--- config.mk ---
export PLATFORM = sky130hd
export DESIGN_NAME = dac_channel_scheduler
export DESIGN_NICKNAME = d
export VERILOG_FILES = /design/src/rtl/dac_sched_pkg.sv /design/src/rtl/sample_tick_gen.sv /design/src/rtl/dac_channel_scheduler.sv
export SDC_FILE = /design/constraint.sdc
export NUM_CORES = 1
export LEC_CHECK = 0
export ABC_AREA = 0
export CAP_MARGIN = 20
export CORE_ASPECT_RATIO = 1.5
export CORE_UTILIZATION = 53
export CTS_BUF_LIST = sky130_fd_sc_hd__clkbuf_4 sky130_fd_sc_hd__clkbuf_8
export DETAILED_ROUTE_END_ITERATION = 12
export PLACE_DENSITY = 0.82
export SETUP_SLACK_MARGIN = 0.4
export SYNTH_ARGS = -nofsm -noshare
export SYNTH_HDL_FRONTEND = slang
export SYNTH_SLANG_ARGS = --single-unit
--- constraint.sdc ---
create_clock -name clock -period 6.44 [get_ports clock]
set_clock_uncertainty 0.2 [all_clocks]
set_input_delay 1.288 -clock clock [delete_from_list [all_inputs] [get_ports clock]]
set_output_delay 1.288 -clock clock [all_outputs]
set_load 0.05 [all_outputs]
--- src/rtl/dac_sched_pkg.sv ---
`default_nettype none
// ============================================================================
// Module      : dac_sched_pkg
// Description : Shared command codes, channel index width and FSM state
//               encoding for the DAC channel scheduler.
// Revision    : 1.0 - initial release
// ============================================================================
package dac_sched_pkg;

  // Channel index width; the block serves at most four DAC channels.
  localparam int CH_W   = 2;
  localparam int MAX_CH = 4;

  // Upper command byte of the 24-bit DAC word.
  localparam logic [7:0] CMD_WRITE_THROUGH = 8'h30;  // write and update output
  localparam logic [7:0] CMD_WRITE_CODE    = 8'h10;  // write input register only
  localparam logic [7:0] CMD_LOAD          = 8'h20;  // update selected outputs

  typedef enum logic [2:0] {
    ST_IDLE = 3'd0,
    ST_SCAN = 3'd1,
    ST_SEND = 3'd2,
    ST_WAIT = 3'd3,
    ST_LOAD = 3'd4
  } state_e;

  // Channel select bits of the command byte.
  function automatic logic [3:0] ch_onehot(input logic [CH_W-1:0] ch);
    return 4'(4'b0001 << ch);
  endfunction

endpackage
`default_nettype wire

--- src/rtl/sample_tick_gen.sv ---
`default_nettype none
// ============================================================================
// Module      : sample_tick_gen
// Description : Free-running interval counter. Counts 0..INTERVAL-1 and
//               asserts tick on the wrap cycle, so ticks are exactly
//               INTERVAL clocks apart.
// Revision    : 1.0 - initial release
// ============================================================================
module sample_tick_gen #(
  parameter int INTERVAL = 3624,
  parameter int CNT_W    = 24
) (
  input  logic clock,
  input  logic rstn,
  output logic tick
);

  localparam logic [CNT_W-1:0] LAST = CNT_W'(INTERVAL - 1);

  logic [CNT_W-1:0] cnt_q;
  logic [CNT_W-1:0] cnt_d;

  // Next count: wrap to zero after the last value of the interval
  always_comb begin
    cnt_d = cnt_q + CNT_W'(1);
    if (cnt_q == LAST) begin
      cnt_d = '0;
    end
  end

  // Counter register
  always_ff @(posedge clock or negedge rstn) begin
    if (!rstn) begin
      cnt_q <= '0;
    end else begin
      cnt_q <= cnt_d;
    end
  end

  assign tick = (cnt_q == LAST);

endmodule
`default_nettype wire

--- src/rtl/dac_channel_scheduler.sv ---
`default_nettype none
// ============================================================================
// Module      : dac_channel_scheduler
// Description : Holds the latest sample of up to four DAC channels and, once
//               per interval tick, sends one 24-bit command per channel with
//               fresh data to the DAC SPI driver over a send/busy handshake.
//               Optional macro DAC_LATCH_ALL_EN: channels are written with
//               CMD_WRITE_CODE and each non-empty frame ends with one
//               CMD_LOAD so all written channels update together.
// Revision    : 1.0 - initial release
// ============================================================================
module dac_channel_scheduler
  import dac_sched_pkg::*;
#(
  parameter int NUM_CH   = 4,
  parameter int DATA_W   = 16,
  parameter int INTERVAL = 3624,
  parameter int CNT_W    = 24
) (
  input  logic              clock,
  input  logic              rstn,
  input  logic              in_valid,
  input  logic [CH_W-1:0]   in_channel,
  input  logic [DATA_W-1:0] in_data,
  input  logic              spi_busy,
  output logic              dac_send,
  output logic [23:0]       dac_data,
  output logic              frame_active,
  output logic              frame_overrun,
  output logic [7:0]        overwrite_count
);

  // Scan index needs one extra bit so "last channel + 1" never wraps to 0.
  localparam int SCAN_W = CH_W + 1;
  localparam int PAD_W  = 16 - DATA_W;

`ifdef DAC_LATCH_ALL_EN
  localparam logic [7:0] CMD_CH = CMD_WRITE_CODE;
`else
  localparam logic [7:0] CMD_CH = CMD_WRITE_THROUGH;
`endif

  logic tick;

  state_e              state_q, state_d;
  logic [SCAN_W-1:0]   scan_idx_q, scan_idx_d;
  logic [CH_W-1:0]     last_ch_q, last_ch_d;
  logic                wait_first_q, wait_first_d;
  logic                dac_send_q, dac_send_d;
  logic [23:0]         dac_data_q, dac_data_d;
  logic                frame_active_q, frame_active_d;
  logic                overrun_q, overrun_d;
  logic [7:0]          ovw_q, ovw_d;
  logic [DATA_W-1:0]   sample_q [NUM_CH];
  logic [DATA_W-1:0]   sample_d [NUM_CH];
  logic [NUM_CH-1:0]   dirty_q, dirty_d;
`ifdef DAC_LATCH_ALL_EN
  logic [3:0]          sent_mask_q, sent_mask_d;
  logic                is_load_q, is_load_d;
`endif

  logic                found;
  logic [CH_W-1:0]     sel_ch;
  logic [NUM_CH-1:0]   sel_vec;
  logic [DATA_W-1:0]   sel_sample;
  logic [15:0]         sel_word;
  logic [NUM_CH-1:0]   clr_vec;
  logic                ovw_inc;

  sample_tick_gen #(
    .INTERVAL (INTERVAL),
    .CNT_W    (CNT_W)
  ) u_tick (
    .clock (clock),
    .rstn  (rstn),
    .tick  (tick)
  );

  // Pick the lowest dirty channel at or above the scan index
  always_comb begin
    found      = 1'b0;
    sel_ch     = '0;
    sel_vec    = '0;
    sel_sample = '0;
    for (int c = NUM_CH - 1; c >= 0; c--) begin
      if (dirty_q[c] && (SCAN_W'(c) >= scan_idx_q)) begin
        found      = 1'b1;
        sel_ch     = CH_W'(c);
        sel_vec    = '0;
        sel_vec[c] = 1'b1;
        sel_sample = sample_q[c];
      end
    end
    sel_word = 16'(16'(sel_sample) << PAD_W);
  end

  // Frame FSM: next state, command latch and handshake pulse
  always_comb begin
    state_d        = state_q;
    scan_idx_d     = scan_idx_q;
    last_ch_d      = last_ch_q;
    wait_first_d   = 1'b0;
    dac_send_d     = 1'b0;
    dac_data_d     = dac_data_q;
    frame_active_d = frame_active_q;
    overrun_d      = overrun_q | (tick && (state_q != ST_IDLE));
    clr_vec        = '0;
`ifdef DAC_LATCH_ALL_EN
    sent_mask_d    = sent_mask_q;
    is_load_d      = is_load_q;
`endif
    case (state_q)
      ST_IDLE: begin
        // frame_active stays high through the cycle the FSM lands in IDLE
        frame_active_d = 1'b0;
        if (tick) begin
          state_d        = ST_SCAN;
          scan_idx_d     = '0;
          frame_active_d = 1'b1;
`ifdef DAC_LATCH_ALL_EN
          sent_mask_d    = 4'h0;
          is_load_d      = 1'b0;
`endif
        end
      end
      ST_SCAN: begin
        if (found) begin
          dac_data_d = {CMD_CH | {4'h0, ch_onehot(sel_ch)}, sel_word};
          clr_vec    = sel_vec;
          last_ch_d  = sel_ch;
          state_d    = ST_SEND;
`ifdef DAC_LATCH_ALL_EN
          sent_mask_d = sent_mask_q | ch_onehot(sel_ch);
`endif
        end else begin
          state_d = ST_IDLE;
`ifdef DAC_LATCH_ALL_EN
          if (sent_mask_q != 4'h0) begin
            state_d = ST_LOAD;
          end
`endif
        end
      end
      ST_SEND: begin
        if (!spi_busy) begin
          dac_send_d   = 1'b1;
          wait_first_d = 1'b1;
          state_d      = ST_WAIT;
        end
      end
      ST_WAIT: begin
        // The driver raises busy only after seeing the send pulse, so the
        // first WAIT cycle must not trust spi_busy.
        if (!wait_first_q && !spi_busy) begin
          state_d    = ST_SCAN;
          scan_idx_d = SCAN_W'(last_ch_q) + SCAN_W'(1);
`ifdef DAC_LATCH_ALL_EN
          if (is_load_q) begin
            state_d = ST_IDLE;
          end
`endif
        end
      end
`ifdef DAC_LATCH_ALL_EN
      ST_LOAD: begin
        dac_data_d = {CMD_LOAD | {4'h0, sent_mask_q}, 16'h0000};
        is_load_d  = 1'b1;
        state_d    = ST_SEND;
      end
`endif
      default: begin
        state_d = ST_IDLE;
      end
    endcase
  end

  // Sample capture; a write racing the latch of its own channel keeps dirty set
  always_comb begin
    sample_d = sample_q;
    dirty_d  = dirty_q & ~clr_vec;
    ovw_inc  = 1'b0;
    for (int c = 0; c < NUM_CH; c++) begin
      if (in_valid && (in_channel == CH_W'(c))) begin
        sample_d[c] = in_data;
        dirty_d[c]  = 1'b1;
        if (dirty_q[c] && !clr_vec[c]) begin
          ovw_inc = 1'b1;
        end
      end
    end
    ovw_d = ovw_q;
    if (ovw_inc && (ovw_q != 8'hFF)) begin
      ovw_d = ovw_q + 8'd1;
    end
  end

  // State and datapath registers
  always_ff @(posedge clock or negedge rstn) begin
    if (!rstn) begin
      state_q        <= ST_IDLE;
      scan_idx_q     <= '0;
      last_ch_q      <= '0;
      wait_first_q   <= 1'b0;
      dac_send_q     <= 1'b0;
      dac_data_q     <= '0;
      frame_active_q <= 1'b0;
      overrun_q      <= 1'b0;
      ovw_q          <= '0;
      dirty_q        <= '0;
      for (int c = 0; c < NUM_CH; c++) begin
        sample_q[c] <= '0;
      end
`ifdef DAC_LATCH_ALL_EN
      sent_mask_q    <= 4'h0;
      is_load_q      <= 1'b0;
`endif
    end else begin
      state_q        <= state_d;
      scan_idx_q     <= scan_idx_d;
      last_ch_q      <= last_ch_d;
      wait_first_q   <= wait_first_d;
      dac_send_q     <= dac_send_d;
      dac_data_q     <= dac_data_d;
      frame_active_q <= frame_active_d;
      overrun_q      <= overrun_d;
      ovw_q          <= ovw_d;
      dirty_q        <= dirty_d;
      sample_q       <= sample_d;
`ifdef DAC_LATCH_ALL_EN
      sent_mask_q    <= sent_mask_d;
      is_load_q      <= is_load_d;
`endif
    end
  end

  assign dac_send        = dac_send_q;
  assign dac_data        = dac_data_q;
  assign frame_active    = frame_active_q;
  assign frame_overrun   = overrun_q;
  assign overwrite_count = ovw_q;

endmodule
`default_nettype wire

==> results of run 1 <==
==> per-stage QoR <==
step / worst slack, ns / total power, uW / area [um2] / utilization (%)
2_1_floorplan: 3.58 / 1950 / 5700 / -
3_3_place_gp: 2.37 / 2290 / 6350 / 60.3
3_5_place_dp: 2.31 / 2340 / 6360 / 60.4
4_1_cts: 2.77 / 2990 / 6740 / 64.0
5_1_grt: 2.67 / 3130 / 6770 / 64.2
6_report: 2.78 / 2990 / 6770 / 64.2
==> logic make-up after synthesis <==
group / count (synthesis) / synth area share, %
compound gates: 81 / 11.1
simple gates: 171 / 14.0
flops: 131 / 57.5
fa+ha+maj: 3 / 0.659
other cells: 1 / 0.0658
buf+inv: 32 / 2.50
mux: 54 / 10.7
xor+xnor: 22 / 3.38
==> placed cells by master (no fill, tap or decap), types with 2 or more instances in the layout <==
master and count:
dfrtp_1 131, nand2_1 97, mux2_2 53, clkdlybuf4s50_1 53
o31ai_1 22, clkbuf_8 20, o22ai_1 19, nor2_1 17
a221oi_1 16, xnor2_1 15, nand3_1 10, and3_1 9
nand2b_1 9, inv_1 9, xor2_1 7, o21ai_0 7
nand4_1 6, nor4_1 4, nor2b_1 4, clkinvlp_4 4
buf_4 4, ha_1 3, clkbuf_4 3, a21oi_1 2
nand3b_2 2, a21o_1 2, conb_1 2, clkinv_2 2
==> cell usage after synthesis, drive strengths merged (2+ instances only) <==
cell and number:
nand4 6, inv 9, xor2 7, and3 9, a21oi 2, clkbuf 16, ha 3, o22ai 19
nor4 4, buf 7, or3b 2, mux2 54, a221oi 16, and2 2, nor2b 4, nor3b 2
nand3 10, a311oi 2, nand2b 9, nor2 18, xnor2 15, o31ai 24, nand2 97, dfrtp 131
nand3b 2, o21ai 9, a21o 2
==> layer usage <==
| layer | vias up | GRT usage (%) | routed length, um |
|---|---|---|---|
| met4 | 0 | 12.6 | 308 |
| met1 | 2141 | 27.3 | 4840 |
| li1 | 1876 | - | - |
| met3 | 29 | 5.71 | 458 |
| met5 | - | 0 | 0 |
| met2 | 96 | 42.0 | 6950 |
==> registers in the layout, indices dropped and copies added (netlist names) <==
| signal | cells |
|---|---|
| sample_q | 64 |
| u_tick.cnt_q | 24 |
| dac_data | 21 |
| overwrite_count | 8 |
| dirty_q | 4 |
| scan_idx_q | 3 |
| last_ch_q | 2 |
| state_q | 2 |
| dac_send | 1 |
| frame_active | 1 |
| frame_overrun | 1 |
==> layout make-up <==
cell class / count / area, um2 / area share (%)
clock buffers: 23 / 298 / 4.40
clock inverters: 8 / 78.8 / 1.16
inverters: 9 / 33.8 / 0.499
multi-input cells: 333 / 2300 / 34.0
flip-flops and latches: 131 / 3280 / 48.4
well taps: 144 / 180 / 2.66
repair buffers: 59 / 599 / 8.86
==> path summary, 6_finish.rpt <==
check / startpoint / to / slack, ns / cells after the start
max: in_channel[0] / overwrite_count[1] / 2.78 / 5
min: u_tick.cnt_q[0] / u_tick.cnt_q[0] / 0.28 / 1
max reg2reg: scan_idx_q[2] / dac_data[6] / 3.70 / 5
min reg2reg: u_tick.cnt_q[0] / u_tick.cnt_q[0] / 0.28 / 1
max in group asynchronous: rstn / sample_q[18] / 4.57 / 2
min in group asynchronous: rstn / sample_q[60] / 0.56 / 1
==> power by group through the flow <==
stage,Clock [uW],Sequential [uW],Combinational [uW]
finish,661,1140,1180
global route,707,1170,1260
CTS,666,1140,1180
detailed placement,0,1160,1180
global placement,0,1140,1150
floorplan,0,1380,564
==> flow_metrics.env, run 1 <==
export IMPL_status="finished clean"
export IMPL_switchingPower_uw=1210
export IMPL_worst_setup_path_end_kind="flip-flop"
export IMPL_p_int_uw=1770
export IMPL_worst_pin_slew_ns=1.00
export IMPL_p_leak_uw=0.00305
export IMPL_ios=57
export IMPL_vias_per_cell=5.86
export IMPL_grt_setup_unrepaired="false"
export IMPL_max_freq_mhz=273
export IMPL_setup_violations=0
export IMPL_grt_usage_pct=24.1
export IMPL_dieWidth_um=86.7
export IMPL_holdWs_ns=0.277
export IMPL_initial_core_util_pct=54.1
export IMPL_avgRoutedWirePerCell_um=17.8
export IMPL_synthArstFlopShare_pct=100
export IMPL_crit_chain="clkdlybuf4s50_1, nand3_1, a311oi_4, o31ai_2, mux2_4"
export IMPL_relSlewSlack_pct=33.0
export IMPL_drt_iter0_drc=122
export IMPL_post_cts_buffers=0
export IMPL_syn_inst=495
export IMPL_tns_ns=0
export IMPL_clockBufferDepth=2
export IMPL_die_area_mm2=0.0112
export IMPL_post_cts_resized=0
export IMPL_cp_start_kind="input pin"
export IMPL_place_inst=675
export IMPL_portBuffers=54
export IMPL_synth_top_cell_area_share_pct=57.5
export IMPL_clk_pin_slew_worst_paths_ns=0.07
export IMPL_cp_top_family="compound AO/OA/AOI/OAI gates"
export IMPL_min_period_ns=3.66
export IMPL_grt_pass1_wl_mm=20.3
export IMPL_rows=46
export IMPL_syn_avg_cell_area_um2=11.5
export IMPL_ys_ff_latch=131
export IMPL_cts_buffers_inserted=17
export IMPL_cap_violations=0
export IMPL_grt_pass1_vias=4196
export IMPL_core_mm2=0.0105
export IMPL_syn_to_final_growth_pct=18.8
export IMPL_nets=576
export IMPL_cp_max_fo=18
export IMPL_yosys_warnings=0
export IMPL_grt_max_degree=86
export IMPL_critical_path_slowest_cell="a311oi_4"
export IMPL_hpwl_mm=8.45
export IMPL_arrival_ns=3.78
export IMPL_fillers=787
export IMPL_synth_area_leader_cell="dfrtp_1"
export IMPL_sw_frac_of_total_pct=40.7
export IMPL_seqPwrFrac_pct=38.3
export IMPL_fin_cells=707
export IMPL_critical_path_class="input pin to flip-flop"
export IMPL_finalMaxSlewViolations=0
export IMPL_power_frac_clock_pct=22.1
export IMPL_synth_main_ff_cell="dfrtp_1"
export IMPL_place_congestion=0.837
export IMPL_hold_viol_final=0
export IMPL_htree_levels=4
export IMPL_dr_pass1_iters=5
export IMPL_synth_edf_count=0
export IMPL_vias=4142
export IMPL_ys_types=53
export IMPL_power_density_mw_per_mm2=441
export IMPL_antenna_cells=0
export IMPL_grt_overflow=0
export IMPL_worstPathRequired_ns=6.56
export IMPL_synthTopCellsByArea="dfrtp_1 (58%), mux2_2 (10%), nand2_1 (6.4%)"
export IMPL_cts_hold_buf=0
export IMPL_final_layout_size_suffix_gt1_share_pct=18.8
export IMPL_max_vdd_ir_drop_uv=242
export IMPL_clkLatencyLatePin_ns=0.44
export IMPL_antenna_found_initial=0
export IMPL_hp_class="flip-flop to flip-flop"
export IMPL_cts_tree="yes"
export IMPL_fin_crit_sh_pct=56.8
export IMPL_synth_area_mm2=0.00570
export IMPL_crit_buf_inv=1
export IMPL_yosysSeqAreaShare_pct=57.5
export IMPL_ant_nets=0
export IMPL_routed_wl_mm=12.6
export IMPL_cts_sinks=131
export IMPL_fp_dieH_um=129
export IMPL_remaining_drc_errors=0
export IMPL_slowest_delay_ns=0.73
export IMPL_clockRootBuffer="clkbuf_8"
export IMPL_combPwrFrac_pct=39.5
(Power assumes the default switching activity.)
==> run 2: changes to the inputs <==
- clock period: 6.44 -> 3.8 ns (I/O delays scaled with it)
==> run 2 against run 1 <==
  * Clock power up 88%
  * Cell area up 1.1%
  * Critical endpoint is now overwrite_count[5]
  * Core utilization up 0.72 points
  * Power up 75%
  * Flip-flop and latch count unchanged
==> flow_metrics.env, run 2 (synthesized netlist as in run 1, its figures left out) <==
export IMPL_grt_usage_pct=24.7
export IMPL_relSlewSlack_pct=46.4
export IMPL_initial_core_util_pct=54.1
export IMPL_die_area_mm2=0.0112
export IMPL_place_inst=681
export IMPL_finalMaxSlewViolations=0
export IMPL_grt_max_degree=74
export IMPL_core_mm2=0.0105
export IMPL_portBuffers=54
export IMPL_cp_start_kind="flip-flop"
export IMPL_largest_reg_flops=64
export IMPL_rows=46
export IMPL_syn_to_final_growth_pct=20.1
export IMPL_hpwl_mm=8.35
export IMPL_cts_hold_buf=0
export IMPL_avgRoutedWirePerCell_um=18.0
export IMPL_final_common_cell="dfrtp_1"
export IMPL_cp_top_family="buffers and inverters"
export IMPL_dieWidth_um=86.7
export IMPL_power_density_mw_per_mm2=763
export IMPL_hold_viol_final=0
export IMPL_ios=57
export IMPL_fillers=783
export IMPL_reg2reg_setup_slack_ns=1.26
export IMPL_dr_wl_met3_um=529
export IMPL_place_congestion=0.849
export IMPL_final_area_mm2=0.00684
export IMPL_nets=581
export IMPL_final_cell_mix="dfrtp_1 (131), nand2_1 (97), mux2_2 (53), clkdlybuf4s50_1 (53), o31ai_1 (22)"
export IMPL_crit_chain="clkdlybuf4s50_1"
export IMPL_post_cts_buffers=0
export IMPL_fin_crit_sh_pct=70.4
export IMPL_arrival_ns=1.72
export IMPL_cts_sinks=131
export IMPL_tns_ns=0
export IMPL_r2r_end="overwrite_count[6]"
export IMPL_critical_path_slowest_cell="clkdlybuf4s50_1"
export IMPL_cp_num_cells=1
export IMPL_grt_pass1_vias=4293
export IMPL_status="finished clean"
export IMPL_cts_buffers_inserted=17
export IMPL_antenna_found_initial=0
export IMPL_cts_tree="yes"
export IMPL_holdWs_ns=0.178
export IMPL_fp_dieH_um=129
export IMPL_grt_overflow=0
export IMPL_drt_iter0_drc=239
export IMPL_drt_met1_wl_mm=4.86
export IMPL_max_freq_mhz=374
export IMPL_hp_class="input pin to async pin"
export IMPL_htree_levels=4
export IMPL_reg2reg_depth=6
export IMPL_final_util_pct=65.0
export IMPL_worst_pin_slew_ns=0.802
export IMPL_max_vdd_ir_drop_uv=479
export IMPL_clkLatencyLatePin_ns=0.45
export IMPL_regMostFlops="sample_q"
export IMPL_final_layout_size_suffix_gt1_share_pct=19.5
export IMPL_clockBufferDepth=2
export IMPL_grt_setup_unrepaired="false"
export IMPL_setup_violations=0
export IMPL_ant_nets=0
export IMPL_worstPathRequired_ns=2.84
export IMPL_critical_path_class="flip-flop to output pin"
export IMPL_clockRootBuffer="clkbuf_8"
export IMPL_vias_per_cell=5.81
export IMPL_antenna_cells=0
export IMPL_clk_pin_slew_worst_paths_ns=0.08
export IMPL_wl_met2_mm=7.15
export IMPL_dr_pass1_iters=4
export IMPL_cp_startpoint="overwrite_count[5]"
export IMPL_crit_buf_inv=1
export IMPL_remaining_drc_errors=0
export IMPL_min_period_ns=2.68
export IMPL_place_area_mm2=0.00642
export IMPL_worst_setup_path_end_kind="output pin"
export IMPL_rr_startpoint="scan_idx_q[0]"
export IMPL_routed_wl_mm=12.8
export IMPL_endpoint="overwrite_count[5]"
export IMPL_cp_max_fo=7
export IMPL_fin_cells=712
export IMPL_slowest_delay_ns=0.84
export IMPL_p_leak_uw=0.00309
export IMPL_grt_pass1_wl_mm=20.7
export IMPL_vias=4136
export IMPL_post_cts_resized=0
export IMPL_cap_violations=0
export IMPL_highest_layer="met4"
-- run 2: cell count changes in the layout (fill, tap and decap cells not counted), sizes merged --
cell | before | now
buf | 6 | 11
bufinv | 1 | 3
clkbuf | 23 | 20
inv | 9 | 10
-- run 2: how the worst min path moves through the flow --
stage                 endpoint  slack [ns]  cells after the start
2_1_floorplan  u_tick.cnt_q[0]        0.23                      1
3_3_place_gp   u_tick.cnt_q[0]        0.24                      1
3_5_place_dp   u_tick.cnt_q[0]        0.25                      1
4_1_cts        u_tick.cnt_q[2]        0.20                      1
5_1_grt        u_tick.cnt_q[0]        0.24                      1
6_report       u_tick.cnt_q[0]        0.18                      1
-- run 2: routing by layer --
layer | vias to the layer above | GRT usage [%]
met2 | 114 | 44.7
met4 | 0 | 12.5
met1 | 2122 | 26.9
li1 | 1874 | -
met3 | 26 | 5.20
met5 | - | 0
-- run 2: area by class of cell --
cell class / count / area, um2 / share of cell area [%]
clock inverters: 11 / 151 / 2.21
multi-input cells: 333 / 2300 / 33.6
flip-flops and latches: 131 / 3280 / 47.9
inverters: 9 / 33.8 / 0.494
well taps: 144 / 180 / 2.63
clock buffers: 20 / 275 / 4.02
repair buffers: 64 / 626 / 9.14
-- run 2: per-stage QoR --
stage	worst slack [ns]	power [uW]
floorplan	1.47	3300
global route	1.07	5470
global placement	0.781	3920
CTS	1.11	5230
finish	1.12	5220
detailed placement	0.734	3990
-- run 2: where the power goes --
group          switching [uW]  total (uW)  leakage (uW)  internal, uW
Combinational            1300        2030       0.00127           724
Clock                     540        1240      0.000203           699
Sequential                248        1960       0.00161          1710
